### src/rtl/count_seq_ctrl_if.sv
// Command channel for count_seq_ctrl: a valid/ready handshake that carries
// one counting command (start, stop, direction, number of passes).
interface count_seq_ctrl_if #(
  parameter int CNT_W = 4,
  parameter int REP_W = 4
);
  logic             cmd_valid;
  logic             cmd_ready;
  logic [CNT_W-1:0] cmd_start;
  logic [CNT_W-1:0] cmd_stop;
  logic             cmd_dir;
  logic [REP_W-1:0] cmd_reps;

  // Issuer of commands.
  modport master (
    output cmd_valid,
    output cmd_start,
    output cmd_stop,
    output cmd_dir,
    output cmd_reps,
    input  cmd_ready
  );

  // The counter controller.
  modport slave (
    input  cmd_valid,
    input  cmd_start,
    input  cmd_stop,
    input  cmd_dir,
    input  cmd_reps,
    output cmd_ready
  );
endinterface

### src/rtl/count_seq_ctrl.sv
// count_seq_ctrl: command-driven up/down counter sequencer.
// A command counts from start to stop (modulo 2^CNT_W) for a number of
// passes, with hold/abort control and wrap/pass/done pulses. All outputs
// are registered.
// Optional feature: define COUNT_SEQ_PINGPONG_EN to make successive passes
// alternate direction (start/stop swapped) instead of reloading start.
module count_seq_ctrl #(
  parameter int CNT_W = 4,
  parameter int REP_W = 4
) (
  input  logic              clk,
  input  logic              rst_n,
  count_seq_ctrl_if.slave   cmd,
  input  logic              hold,
  input  logic              abort,
  output logic [CNT_W-1:0]  cnt_q,
  output logic              busy,
  output logic              wrap,
  output logic              pass_done,
  output logic              done
);

  typedef enum logic [1:0] {
    S_IDLE = 2'd0,
    S_LOAD = 2'd1,
    S_RUN  = 2'd2,
    S_DONE = 2'd3
  } state_t;

  state_t           r_state;
  state_t           w_state_nxt;

  logic [CNT_W-1:0] r_cnt;
  logic [CNT_W-1:0] w_cnt_nxt;
  logic [CNT_W-1:0] r_start;
  logic [CNT_W-1:0] w_start_nxt;
  logic [CNT_W-1:0] r_stop;
  logic [CNT_W-1:0] w_stop_nxt;
  logic             r_dir;
  logic             w_dir_nxt;
  logic [REP_W-1:0] r_reps_left;
  logic [REP_W-1:0] w_reps_nxt;

  logic             r_busy;
  logic             r_cmd_ready;
  logic             r_wrap;
  logic             w_wrap_nxt;
  logic             r_pass_done;
  logic             w_pass_done_nxt;
  logic             r_done;
  logic             w_done_nxt;

  logic             w_accept;
  logic [CNT_W-1:0] w_step;
  logic             w_at_boundary;
  logic             w_at_stop;
  logic             w_last_pass;

  assign w_accept      = cmd.cmd_valid & r_cmd_ready;
  assign w_step        = r_dir ? (r_cnt - CNT_W'(1)) : (r_cnt + CNT_W'(1));
  // Stepping from the boundary value crosses the modulo wrap point.
  assign w_at_boundary = r_dir ? (r_cnt == '0) : (r_cnt == '1);
  assign w_at_stop     = (r_cnt == r_stop);
  assign w_last_pass   = (r_reps_left == REP_W'(1));

  // Next-state, next-count and pulse generation.
  always_comb begin
    w_state_nxt     = r_state;
    w_cnt_nxt       = r_cnt;
    w_start_nxt     = r_start;
    w_stop_nxt      = r_stop;
    w_dir_nxt       = r_dir;
    w_reps_nxt      = r_reps_left;
    w_wrap_nxt      = 1'b0;
    w_pass_done_nxt = 1'b0;
    w_done_nxt      = 1'b0;

    unique case (r_state)
      S_IDLE: begin
        if (w_accept) begin
          w_start_nxt = cmd.cmd_start;
          w_stop_nxt  = cmd.cmd_stop;
          w_dir_nxt   = cmd.cmd_dir;
          // A repeat count of zero still runs one pass.
          w_reps_nxt  = (cmd.cmd_reps == '0) ? REP_W'(1) : cmd.cmd_reps;
          w_state_nxt = S_LOAD;
        end
      end

      S_LOAD: begin
        if (abort) begin
          w_state_nxt = S_IDLE;
        end else begin
          w_cnt_nxt   = r_start;
          w_state_nxt = S_RUN;
        end
      end

      S_RUN: begin
        if (abort) begin
          w_state_nxt = S_IDLE;
        end else if (!hold) begin
          if (!w_at_stop) begin
            w_cnt_nxt  = w_step;
            w_wrap_nxt = w_at_boundary;
          end else begin
            w_pass_done_nxt = 1'b1;
            w_reps_nxt      = r_reps_left - REP_W'(1);
            if (w_last_pass) begin
              w_state_nxt = S_DONE;
              w_done_nxt  = 1'b1;
            end else begin
`ifdef COUNT_SEQ_PINGPONG_EN
              // Count stays on the old stop; the reversed pass steps away
              // from it on the next RUN cycle.
              w_start_nxt = r_stop;
              w_stop_nxt  = r_start;
              w_dir_nxt   = ~r_dir;
`else
              w_cnt_nxt   = r_start;
`endif
            end
          end
        end
      end

      S_DONE: begin
        w_state_nxt = S_IDLE;
      end

      default: begin
        w_state_nxt = S_IDLE;
      end
    endcase
  end

  // State, latched command and registered outputs.
  always_ff @(posedge clk or negedge rst_n) begin
    if (!rst_n) begin
      r_state     <= S_IDLE;
      r_cnt       <= '0;
      r_start     <= '0;
      r_stop      <= '0;
      r_dir       <= 1'b0;
      r_reps_left <= '0;
      r_busy      <= 1'b0;
      r_cmd_ready <= 1'b1;
      r_wrap      <= 1'b0;
      r_pass_done <= 1'b0;
      r_done      <= 1'b0;
    end else begin
      r_state     <= w_state_nxt;
      r_cnt       <= w_cnt_nxt;
      r_start     <= w_start_nxt;
      r_stop      <= w_stop_nxt;
      r_dir       <= w_dir_nxt;
      r_reps_left <= w_reps_nxt;
      // Status flags track the state being entered so they are flop outputs.
      r_busy      <= (w_state_nxt != S_IDLE);
      r_cmd_ready <= (w_state_nxt == S_IDLE);
      r_wrap      <= w_wrap_nxt;
      r_pass_done <= w_pass_done_nxt;
      r_done      <= w_done_nxt;
    end
  end

  assign cnt_q         = r_cnt;
  assign busy          = r_busy;
  assign wrap          = r_wrap;
  assign pass_done     = r_pass_done;
  assign done          = r_done;
  assign cmd.cmd_ready = r_cmd_ready;

endmodule

### src/flat_wrapper.sv
// flat-port wrapper written by rule: the top's interface ports become plain ports
module count_seq_ctrl_flat 
#(
  parameter int CNT_W = 4,
  parameter int REP_W = 4
)
  (clk, rst_n, hold, abort, cnt_q, busy, wrap, pass_done, done, cmd_cmd_valid, cmd_cmd_start, cmd_cmd_stop, cmd_cmd_dir, cmd_cmd_reps, cmd_cmd_ready);
  count_seq_ctrl_if #(.CNT_W(CNT_W), .REP_W(REP_W)) cmd_i ();
  input  logic clk;
  input  logic rst_n;
  input  logic hold;
  input  logic abort;
  output logic [CNT_W-1:0] cnt_q;
  output logic busy;
  output logic wrap;
  output logic pass_done;
  output logic done;
  input wire logic [$bits(cmd_i.cmd_valid)-1:0] cmd_cmd_valid;
  input wire logic [$bits(cmd_i.cmd_start)-1:0] cmd_cmd_start;
  input wire logic [$bits(cmd_i.cmd_stop)-1:0] cmd_cmd_stop;
  input wire logic [$bits(cmd_i.cmd_dir)-1:0] cmd_cmd_dir;
  input wire logic [$bits(cmd_i.cmd_reps)-1:0] cmd_cmd_reps;
  output wire logic [$bits(cmd_i.cmd_ready)-1:0] cmd_cmd_ready;
  assign cmd_i.cmd_valid = cmd_cmd_valid;
  assign cmd_i.cmd_start = cmd_cmd_start;
  assign cmd_i.cmd_stop = cmd_cmd_stop;
  assign cmd_i.cmd_dir = cmd_cmd_dir;
  assign cmd_i.cmd_reps = cmd_cmd_reps;
  assign cmd_cmd_ready = cmd_i.cmd_ready;
  count_seq_ctrl #(.CNT_W(CNT_W), .REP_W(REP_W)) u_core (.clk(clk), .rst_n(rst_n), .cmd(cmd_i), .hold(hold), .abort(abort), .cnt_q(cnt_q), .busy(busy), .wrap(wrap), .pass_done(pass_done), .done(done));
endmodule
### config.mk
export PLATFORM = sky130hd
export DESIGN_NAME = count_seq_ctrl_flat
export DESIGN_NICKNAME = d
export VERILOG_FILES = /design/src/rtl/count_seq_ctrl_if.sv /design/src/rtl/count_seq_ctrl.sv /design/src/flat_wrapper.sv
export SDC_FILE = /design/constraint.sdc
export NUM_CORES = 1
export LEC_CHECK = 0
export BUFFER_PORTS_ARGS = -buffer_cell sky130_fd_sc_hd__buf_2
export CAP_MARGIN = 20
export CORE_MARGIN = 5
export CORE_UTILIZATION = 54
export CTS_CLUSTER_DIAMETER = 60
export DETAILED_ROUTE_END_ITERATION = 10
export HOLD_SLACK_MARGIN = 0.03
export PLACE_DENSITY = 0.78
export SLEW_MARGIN = 20
export SYNTH_ARGS = -nofsm -noshare
export SYNTH_HDL_FRONTEND = slang
export SYNTH_SLANG_ARGS = --single-unit
### constraint.sdc
create_clock -name clk -period 2.85 [get_ports clk]
set_input_delay 0.285 -clock clk [delete_from_list [all_inputs] [get_ports clk]]
set_output_delay 0.285 -clock clk [all_outputs]
set_load 0.02 [all_outputs]
==> qor.yml, run 1 <==
status: "complete, no violations"
post-route-period-util_pct: 74.27
vias_per_cell: 5.826
min_to: "u_core.r_start[1]$_DFFE_PN0P_"
hold_depth: 2
cp_max_fo: 10
num_vias: 1171
die_x_um: 62.22
p_per_area_nw_per_um2: 1144
cts.clk_slew.worst_paths_ns: 0.13
min_period_ns: 2.117
start_util_pct: 54.82
hold_violations: 0
cts_resized: 0
synth_edf_count: 0
ys_async_sr_fraction_pct: 100.0
fin_util_pct: 61.48
synthFlopType: "dfrtp_1"
drt-initial-drc-count: 32
drv_slew: 0
post-synth-top-area-cell: "dfrtp_1"
synth_most_common_cell: "dfrtp_1"
track_usage_pct: 16.70
cts_tree: "built"
max_slew.worst_pin.slew_ns: 0.5887
path_cells: "inv_1 > ha_1 > nand3_1 > o21ai_0 > nand2_1 > a211oi_1 > a221oi_1"
fin_tns_setup_ns: 0
fin_skew_ns: 0.001779
cp.arrival_ns: 2.32
synthCells: 143
combPwrFrac_pct: 55.7
synth_cell_type_count: 46
wl_um: 3012
avgSynthCellArea_um2: 10.30
hpwl_um: 2365
antenna_found_initial: 0
regToRegEndpoint: "u_core.r_reps_left[1]$_DFFE_PN0P_"
cts.sinks: 24
min_from: "cmd_cmd_start[1]"
switching_share_pct: 46.56
cts_setup_buffers: 0
htreeDepth: 1
die_y_um: 62.22
reg2reg_slack_ns: 0.73
drc: 0
synth_seq_cells: 24
regArea_um2: 601.8
rr_worst_depth: 7
syn_to_final_growth_pct: 12.15
worstSkewPairLatency_ns: 0.31
grt_pass1_vias: 1243
port_buffers: 26
cp.required_ns: 3.05
grt_pass1_wl_um: 5292
dieArea_um2: 3871
syn-cell-area_um2: 1473
internal-power_mw: 1.010
ys_seq_area_share_pct: 40.87
drv_cap: 0
rsz0062_at_grt: "false"
yosys_warnings: 0
min_path_type: "input port to register"
finalNetCount: 198
drt-wirelength-per-cell_um: 14.99
switching_power_mw: 0.8796
synth_common_cells: "23 x dfrtp_1, 14 x inv_1, 11 x nor2_1"
placementRows: 19
num-fill-cells: 242
yosys-top-cells-area: "dfrtp_1 39%, mux2_2 6.9%, ha_1 6.8%"
grt-ovfl-total: 0
slowest_stage: "dfrtp_1"
syn-num-nets: 170
power_mw: 1.889
instances_no_fill: 201
core_region_area_um2: 2686
synth_top_area_share_pct: 39.08
seqPwrFrac_pct: 34.9
path_class: "register to register"
clk_path_buf_depth: 2
drt_pass1_iterations: 4
timing.fmax_ghz: 0.4724
leakage_nw: 0.7706
cp-end-kind: "register"
setup_viol: 0
cts.root.buffer_cell: "clkbuf_4"
numCtsBuffers: 3
ir_drop_mv: 0.8155
pwr-share-clk_pct: 9.5
rr_startpoint: "u_core.r_state[1]$_DFF_PN0_"
io_pins: 27
dpl.cell_count: 196
ant_nets: 0
drive_above_1_share_pct: 29.41
grt_max_degree: 25
multi_input_comb_area_um2: 782.0
place_congestion: 0.7699
antennaDiodeCount: 0
slew_headroom_pct: 60.75
slowest_delay_ns: 0.44
startpoint_type: "register"
## kinds of logic (layout without fill, tap and decap cells)
| logic type | count (synthesis) | count (layout) | synth area share (%) |
|---|---|---|---|
| AO/OA/AOI/OAI | 34 | 34 | 18.18 |
| XOR/XNOR | 6 | 6 | 4.078 |
| adder cells (fa/ha/maj) | 9 | 9 | 8.157 |
| buffers and inverters | 18 | 45 | 6.032 |
| flip-flops | 24 | 24 | 40.87 |
| multiplexers | 11 | 11 | 8.242 |
| AND/OR/NAND/NOR | 41 | 41 | 14.44 |
## timing repair
action                                 CTS  global route
hold buffers                             1             0
endpoints found under the hold margin   23             0
setup endpoints to repair                0             0
## registers in the layout (all words and copies together) (netlist names)
signal                flops
u_core.busy               1
u_core.cmd.cmd_ready      1
u_core.cnt_q              4
u_core.done               1
u_core.pass_done          1
u_core.r_dir              1
u_core.r_reps_left        4
u_core.r_start            4
u_core.r_state            2
u_core.r_stop             4
u_core.wrap               1
## layer usage
layer	part of all wire, %	GRT usage, %
met1	40	18.48
met2	52	29.27
met3	6.4	4.144
met4	1.7	8.401
met5	0	0
## placed cells by master (no fill, tap or decap), types with 2 or more instances in the layout
cell type / instances
a21oi_1: 8
a221oi_1: 2
and2_1: 3
buf_2: 26
clkbuf_4: 3
dfrtp_1: 23
ha_1: 8
inv_1: 14
mux2_2: 9
mux2i_1: 2
nand2_1: 10
nand3_1: 5
nand4_1: 2
nor2_1: 11
nor3_1: 3
nor4_1: 2
o21ai_0: 4
o21ai_1: 2
o22ai_1: 2
xor2_1: 4
## power by group through the flow
| stage | logic, mW | clock network [mW] | registers, mW |
|---|---|---|---|
| 6_report | 1.05 | 0.179 | 0.658 |
| 5_1_grt | 1.17 | 0.203 | 0.680 |
| 4_1_cts | 1.06 | 0.185 | 0.657 |
| 3_5_place_dp | 1.05 | 0 | 0.664 |
| 3_3_place_gp | 1.01 | 0 | 0.654 |
| 2_1_floorplan | 0.814 | 0 | 0.674 |
## worst max-delay path: cells and delay by family (launching register included)
family | cells | cell delay [ns]
AOI/OAI and AO/OA | 3 | 0.63
adders and majority gates | 1 | 0.31
buffers and inverters | 1 | 0.13
DFF | 1 | 0.44
and+or+nand+nor | 2 | 0.51
## worst max-delay path by stage
stage / startpoint / cells after the start / slack, ns / end
finish: u_core.r_state[1]$_DFF_PN0_ / 7 / 0.73 / u_core.r_reps_left[1]$_DFFE_PN0P_
global route: u_core.r_state[1]$_DFF_PN0_ / 7 / 0.47 / u_core.r_reps_left[1]$_DFFE_PN0P_
CTS: u_core.r_state[1]$_DFF_PN0_ / 7 / 0.72 / u_core.r_reps_left[1]$_DFFE_PN0P_
detailed placement: u_core.r_state[1]$_DFF_PN0_ / 7 / 0.76 / u_core.r_reps_left[1]$_DFFE_PN0P_
global placement: u_core.r_state[1]$_DFF_PN0_ / 7 / 0.88 / u_core.r_reps_left[1]$_DFFE_PN0P_
floorplan: u_core.cnt_q[0]$_DFFE_PN0P_ / 5 / 0.99 / u_core.r_reps_left[2]$_DFFE_PN0P_
## per-stage QoR
stage / instance area (µm²) / setup slack (ns) / hold WS (ns)
after floorplan: 1473 / 0.9889 / -0.01059
after global placement: 1605 / 0.8789 / 0.2894
after detailed placement: 1605 / 0.7554 / 0.2929
after CTS: 1652 / 0.7201 / 0.1789
after global routing: 1652 / 0.4747 / 0.1581
final: 1652 / 0.7332 / 0.1925
## layout make-up
type                    count  share of cell area (%)
clock buffers               4                   2.197
inverters                  14                   3.182
multi-input cells         101                   47.35
flip-flops and latches     24                   36.44
well taps                  31                   2.348
repair buffers             27                   8.485
Power figures use the tool's default switching activity.
==> run 2, diff against run 1 <==
ABC_AREA = 1   (was unset)
CORE_UTILIZATION = 49   (was 54)
PLACE_DENSITY = 0.75   (was 0.78)
clock period = 1.75 ns   (was 2.85 ns; I/O delays follow)
==> qor.yml, run 2 <==
rr_startpoint: "u_core.r_state[0]$_DFF_PN0_"
wl_um: 2927  # -2.8%
instances_no_fill: 234  # +16%
worstSetupStartpoint: "u_core.r_state[0]$_DFF_PN0_"
ir_drop_mv: 1.088  # +33%
path_cells: "inv_1 > ha_2 > inv_2 > o21ai_0 > nand2_1 > nor2_8 > o211ai_1 > o21ai_0"
synth_seq_cells: 24  # unchanged
synth_cell_type_count: 30  # -35%
post-synth-top-area-cell: "dfrtp_1"
cts_tree: "built"
cp.arrival_ns: 1.86  # -0.46 ns
mostFrequentLayoutCells: "34 x nand2_1, 26 x buf_2, 23 x dfrtp_1, 21 x inv_1, 17 x nor2_1"
cpMostUsedCell: "o21ai_0"
rsz0062_at_grt: "false"
drv_cap: 0  # unchanged
reg2reg_slack_ns: 0.13  # -0.60 ns
internal-power_mw: 1.686  # +67%
hold_depth: 2  # unchanged
cts.clk_slew.worst_paths_ns: 0.14  # about the same
num_vias: 1199  # +2.4%
grt-ovfl-total: 0  # unchanged
drt-initial-drc-count: 41  # +28%
track_usage_pct: 15.45  # -1.3 points
ys_async_sr_fraction_pct: 100.0  # unchanged
synth_common_cells: "34 x nand2_1, 23 x dfrtp_1, 22 x inv_1"
status: "complete, no violations"
crit_path_end: "u_core.r_reps_left[1]$_DFFE_PN0P_"
hold_violations: 0  # unchanged
htreeDepth: 1  # unchanged
syn_to_final_growth_pct: 17.07
setup_viol: 0  # unchanged
avgSynthCellArea_um2: 8.184  # -21%
drt_pass1_iterations: 4  # unchanged
cts.root.buffer_cell: "clkbuf_4"
drive_above_1_share_pct: 27.59  # -1.8 points
ant_nets: 0  # unchanged
io_pins: 27  # unchanged
cp_max_fo: 8  # -2
pwr-share-clk_pct: 13.3  # +3.8 points
finalNetCount: 231  # +17%
startpoint_type: "register"
worstSkewPairLatency_ns: 0.33  # +0.02 ns
switching_power_mw: 1.392  # +58%
rr_worst_depth: 8  # +1
num-fill-cells: 251  # +3.7%
cp_top_family: "flip-flops"
p_per_area_nw_per_um2: 1868  # +63%
fin_tns_setup_ns: 0  # unchanged
antenna_found_initial: 0  # unchanged
drc: 0  # unchanged
drt-wirelength-per-cell_um: 12.51  # -17%
yosys_warnings: 0  # unchanged
min_from: "cmd_cmd_start[3]"
port_buffers: 26  # unchanged
grt_max_degree: 25  # unchanged
seqPwrFrac_pct: 32.1  # -2.8 points
cts.sinks: 24  # unchanged
min_path_type: "input port to register"
post-route-period-util_pct: 92.49  # +18 points
min_period_ns: 1.619  # -0.4982 ns
slowest_delay_ns: 0.41  # -0.03 ns
antennaDiodeCount: 0  # unchanged
cts_setup_buffers: 0  # unchanged
vias_per_cell: 5.124  # -12%
max_slew.worst_pin.slew_ns: 0.5330  # -0.05568 ns
yosys-top-cells-area: "dfrtp_1 41%, nand2_1 9.1%, ha_1 7.1%"
numCtsBuffers: 3  # unchanged
leakage_nw: 0.8592  # +11%
start_util_pct: 51.04  # -3.8 points
switching_share_pct: 45.22  # -1.3 points
cp.required_ns: 1.99  # -1.06 ns
path_depth: 8  # +1
placementRows: 19  # unchanged
mostFrequentLayoutCell: "nand2_1"
syn-num-nets: 199  # +17%
core_region_area_um2: 2758  # +2.7%
synthFlopType: "dfrtp_1"
synthCells: 172  # +20%
synth_edf_count: 0  # unchanged
path_class: "register to register"
slowest_stage: "dfrtp_1"
grt_pass1_wl_um: 5037  # -4.8%
syn-cell-area_um2: 1408  # -4.4%
clk_path_buf_depth: 2  # unchanged
ys_seq_area_share_pct: 42.76  # +1.9 points
fin_skew_ns: 0.007789  # +0.006009 ns
synth_most_common_cell: "nand2_1"
drv_slew: 0  # unchanged
place_congestion: 0.9136  # +19%
slew_headroom_pct: 64.46  # +3.7 points
hpwl_um: 2223  # -6.0%
synth_top_area_share_pct: 40.89  # +1.8 points
dieArea_um2: 4044  # +4.5%
regToRegEndpoint: "u_core.r_reps_left[1]$_DFFE_PN0P_"
die_x_um: 63.60  # +2.2%
dpl.cell_count: 229  # +17%
grt_pass1_vias: 1216  # -2.2%
die_y_um: 63.60  # +2.2%
combPwrFrac_pct: 54.6  # -1.1 points
timing.fmax_ghz: 0.6178  # +31%
cp-end-kind: "register"
cp_num_buf_inv: 2  # +1
-- run 2: area by class of cell --
cell class | instances | area [µm²] | area share [%]
Sequential cell | 24 | 601.8 | 36.52
Clock inverter | 1 | 30.03 | 1.822
Inverter | 28 | 107.6 | 6.530
Multi-Input combinational cell | 118 | 691.9 | 41.99
Clock buffer | 3 | 22.52 | 1.367
Timing Repair Buffer | 29 | 155.1 | 9.415
Tap cell | 31 | 38.79 | 2.354
-- run 2: per-layer routing --
metal  vias to the layer above  part of all wire [%]  global-route usage, %
li1                        611                     -                      -
met1                       547                    42                  17.82
met2                        32                    50                  26.02
met3                         9                   5.5                  3.552
met4                         0                   2.6                  8.571
met5                         -                     0                      0
-- run 2: timing repair --
action | 4_1_cts | 5_1_grt
endpoints found under the setup margin | 0 | 2
gates resized for setup | 0 | 2
hold buffers | 1 | 0
endpoints found under the hold margin | 23 | 0
-- run 2: cell families (layout without fill, tap and decap cells) --
logic type | Yosys count | after routing | synth area share, %
fa+ha+maj | 9 | 9 | 8.534
buf+inv | 30 | 61 | 8.267
compound gates | 26 | 26 | 10.22
flops | 24 | 24 | 42.76
mux | 3 | 3 | 2.400
xor+xnor | 4 | 4 | 2.489
simple gates | 76 | 76 | 25.33
-- run 2: through the flow --
stage	worst slack (ns)	power [mW]	hold slack [ns]	instance area [µm²]	util, %
2_1_floorplan	0.3015	2.263	-0.1206	1408	-
4_1_cts	0.09146	3.101	0.07052	1645	59.66
3_3_place_gp	0.2890	2.602	0.1843	1583	57.40
5_1_grt	0.03297	3.387	0.06211	1648	59.76
3_5_place_dp	0.1518	2.672	0.1887	1583	57.40
6_report	0.1314	3.078	0.07163	1648	59.76
-- run 2: power by group through the flow --
stage,combinational [mW],clock [mW],sequential [mW]
2_1_floorplan,1.22,0,1.04
3_3_place_gp,1.62,0,0.985
3_5_place_dp,1.67,0,1.00
4_1_cts,1.70,0.416,0.989
5_1_grt,1.92,0.440,1.03
6_report,1.68,0.409,0.989
-- run 2: worst min-delay path by stage --
stage | end | slack, ns
3_5_place_dp | u_core.r_state[1]$_DFF_PN0_ | 0.19
2_1_floorplan | u_core.busy$_DFF_PN0_ | -0.12
3_3_place_gp | u_core.r_state[1]$_DFF_PN0_ | 0.18
5_1_grt | u_core.r_start[3]$_DFFE_PN0P_ | 0.06
4_1_cts | u_core.r_start[1]$_DFFE_PN0P_ | 0.07
6_report | u_core.r_start[3]$_DFFE_PN0P_ | 0.07
==> run 3, diff against run 2 <==
ABC_AREA = unset   (was 1)
BUFFER_PORTS_ARGS = unset   (was -buffer_cell sky130_fd_sc_hd__buf_2)
CORE_UTILIZATION = 54   (was 49)
DONT_BUFFER_PORTS = 1   (was unset)
PLACE_DENSITY = 0.72   (was 0.75)
==> qor.yml, run 3 (synthesis results as in run 1) <==
place_congestion: 0.8887  # -2.7%
p_per_area_nw_per_um2: 1929  # +3.3%
antenna_found_initial: 0  # unchanged
fin_tns_setup_ns: -0.01153  # -0.01153 ns
numCtsBuffers: 3  # unchanged
drive_above_1_share_pct: 40.22  # +13 points
rr_worst_depth: 6  # -2
track_usage_pct: 18.26  # +2.8 points
hpwl_um: 2399  # +7.9%
finalNetCount: 212  # -8.2%
grt_pass1_wl_um: 5871  # +17%
htreeDepth: 1  # unchanged
grt-ovfl-total: 0  # unchanged
worstSetupStartpoint: "u_core.r_stop[0]$_DFFE_PN0P_"
regArea_um2: 609.3  # +1.2%
grt_max_degree: 25  # unchanged
mostFrequentLayoutCells: "26 x buf_4, 17 x dfrtp_1, 13 x inv_1, 12 x dlygate4sd3_1"
ant_nets: 0  # unchanged
io_pins: 27  # unchanged
multi_input_comb_area_um2: 884.6  # +28%
core_region_area_um2: 2686  # -2.6%
drt-initial-drc-count: 59  # +44%
postLayoutCellArea_um2: 1964  # +19%
start_util_pct: 54.82  # +3.8 points
min_period_ns: 1.762  # +0.1429 ns
hold_violations: 0  # unchanged
worst_slack_ns: -0.01153  # -0.1429 ns
cts.root.buffer_cell: "clkbuf_4"
dp_slack_ns: -0.008174  # -0.1600 ns
rr_startpoint: "u_core.r_stop[0]$_DFFE_PN0P_"
syn_to_final_growth_pct: 33.39
drv_slew: 0  # unchanged
num-fill-cells: 177  # -29%
status: "complete, but fails checks"
drt-wirelength-per-cell_um: 16.91  # +35%
regToRegEndpoint: "u_core.r_reps_left[2]$_DFFE_PN0P_"
violations: "negative setup slack"
ir_drop_mv: 1.538  # +41%
wl_um: 3635  # +24%
cp.required_ns: 1.96  # -0.03 ns
drt_pass1_iterations: 4  # unchanged
crit_path_end: "u_core.r_reps_left[2]$_DFFE_PN0P_"
cp.arrival_ns: 1.98  # +0.12 ns
drc: 0  # unchanged
max_slew.worst_pin.slew_ns: 0.5368  # +0.003806 ns
holdWs_ns: 0.07993  # +0.008302 ns
worstSkewPairLatency_ns: 0.34  # about the same
startpoint_type: "register"
num_vias: 1279  # +6.7%
port_buffers: 0  # -100%
die_x_um: 62.22  # -2.2%
reg2reg_slack_ns: -0.01  # -0.14 ns
dieArea_um2: 3871  # -4.3%
cts.clk_slew.worst_paths_ns: 0.15  # about the same
cp_max_fo: 5  # -3
cts_tree: "built"
setup_viol: 1  # +1
fin_skew_ns: 0.02346  # +0.01567 ns
cp-end-kind: "register"
placementRows: 19  # unchanged
vias_per_cell: 5.949  # +16%
slew_headroom_pct: 64.21  # -0.25 points
place_area_um2: 1630  # +3.0%
leakage_nw: 0.8643  # +0.59%
clk_path_buf_depth: 2  # unchanged
post-route-period-util_pct: 100.7  # +8.2 points
path_class: "register to register"
die_y_um: 62.22  # -2.2%
mostFrequentLayoutCell: "buf_4"
grt_pass1_vias: 1237  # +1.7%
min_path_type: "input port to register"
antennaDiodeCount: 0  # unchanged
timing.fmax_ghz: 0.5677  # -8.1%
drv_cap: 0  # unchanged
rsz0062_at_grt: "true"
cts.sinks: 24  # unchanged
==> run 3: cell count changes in the layout (fill, tap and decap cells not counted), moves of 7 or more <==
cell           change
buf_4             +24
dlygate4sd3_1     +11
buf_2             -25
nand3_1            -8
inv_1              -8
nor2_1             -7
nand2_1           -24
==> run 3: power by group <==
group          internal (mW)  leakage, nW  switching, mW
Clock                  0.128       0.0210          0.184
Combinational           1.15        0.562           1.21
Sequential             0.823        0.281          0.301
Total                   2.10        0.864           1.69
==> run 3: critical path: stages, from the launching register on <==
cell and delay [ns]:
dfrtp_2 0.48, xor2_4 0.21, nor4_4 0.32, buf_6 0.17, nand3_2 0.07, mux2i_1 0.12, a221o_1 0.26
==> run 3: routing by layer <==
metal  routed length, µm  GRT usage [%]  vias to the layer above
li1                    -              -                      590
met1                1456          24.36                      603
met2                1787          28.37                       69
met3                 235          4.144                       17
met4                 155          7.588                        0
met5                   0              0                        -
==> run 3: cell type report <==
type	instances	area share, %
clock buffer	4	1.847
inverter	14	2.675
multi-input combinational	101	45.03
sequential	24	31.02
tap	31	1.975
timing repair buffer	41	17.45
==> run 3: how the worst min path moves through the flow <==
stage                                from                                end  slack [ns]  cells after the start
after detailed placement            rst_n       u_core.r_stop[0]$_DFFE_PN0P_       -0.12                      0
after floorplan                     rst_n              u_core.busy$_DFF_PN0_       -0.12                      0
final                     cmd_cmd_reps[3]  u_core.r_reps_left[3]$_DFFE_PN0P_        0.08                      2
after global placement              rst_n       u_core.r_stop[0]$_DFFE_PN0P_       -0.12                      0
after global routing      cmd_cmd_reps[3]  u_core.r_reps_left[3]$_DFFE_PN0P_        0.04                      2
after CTS                 cmd_cmd_reps[3]  u_core.r_reps_left[3]$_DFFE_PN0P_        0.07                      2
==> run 3: repair_timing <==
| action | in CTS | in global routing |
|---|---|---|
| gates resized for setup | 3 | 20 |
| setup endpoints to repair | 3 | 10 |
| hold endpoints to repair | 34 | 23 |
| buffers inserted | 2 | 6 |
| hold buffers | 12 | 1 |
| cloned | 0 | 1 |
| pin swaps | 0 | 9 |
==> run 3: stage by stage <==
stage | power [mW] | cells | utilization, %
2_1_floorplan | 2.450 | 143 | -
3_3_place_gp | 2.914 | 189 | 60.69
3_5_place_dp | 3.003 | 189 | 60.69
4_1_cts | 3.400 | 207 | 67.77
5_1_grt | 4.082 | 215 | 73.13
6_report | 3.790 | 215 | 73.13
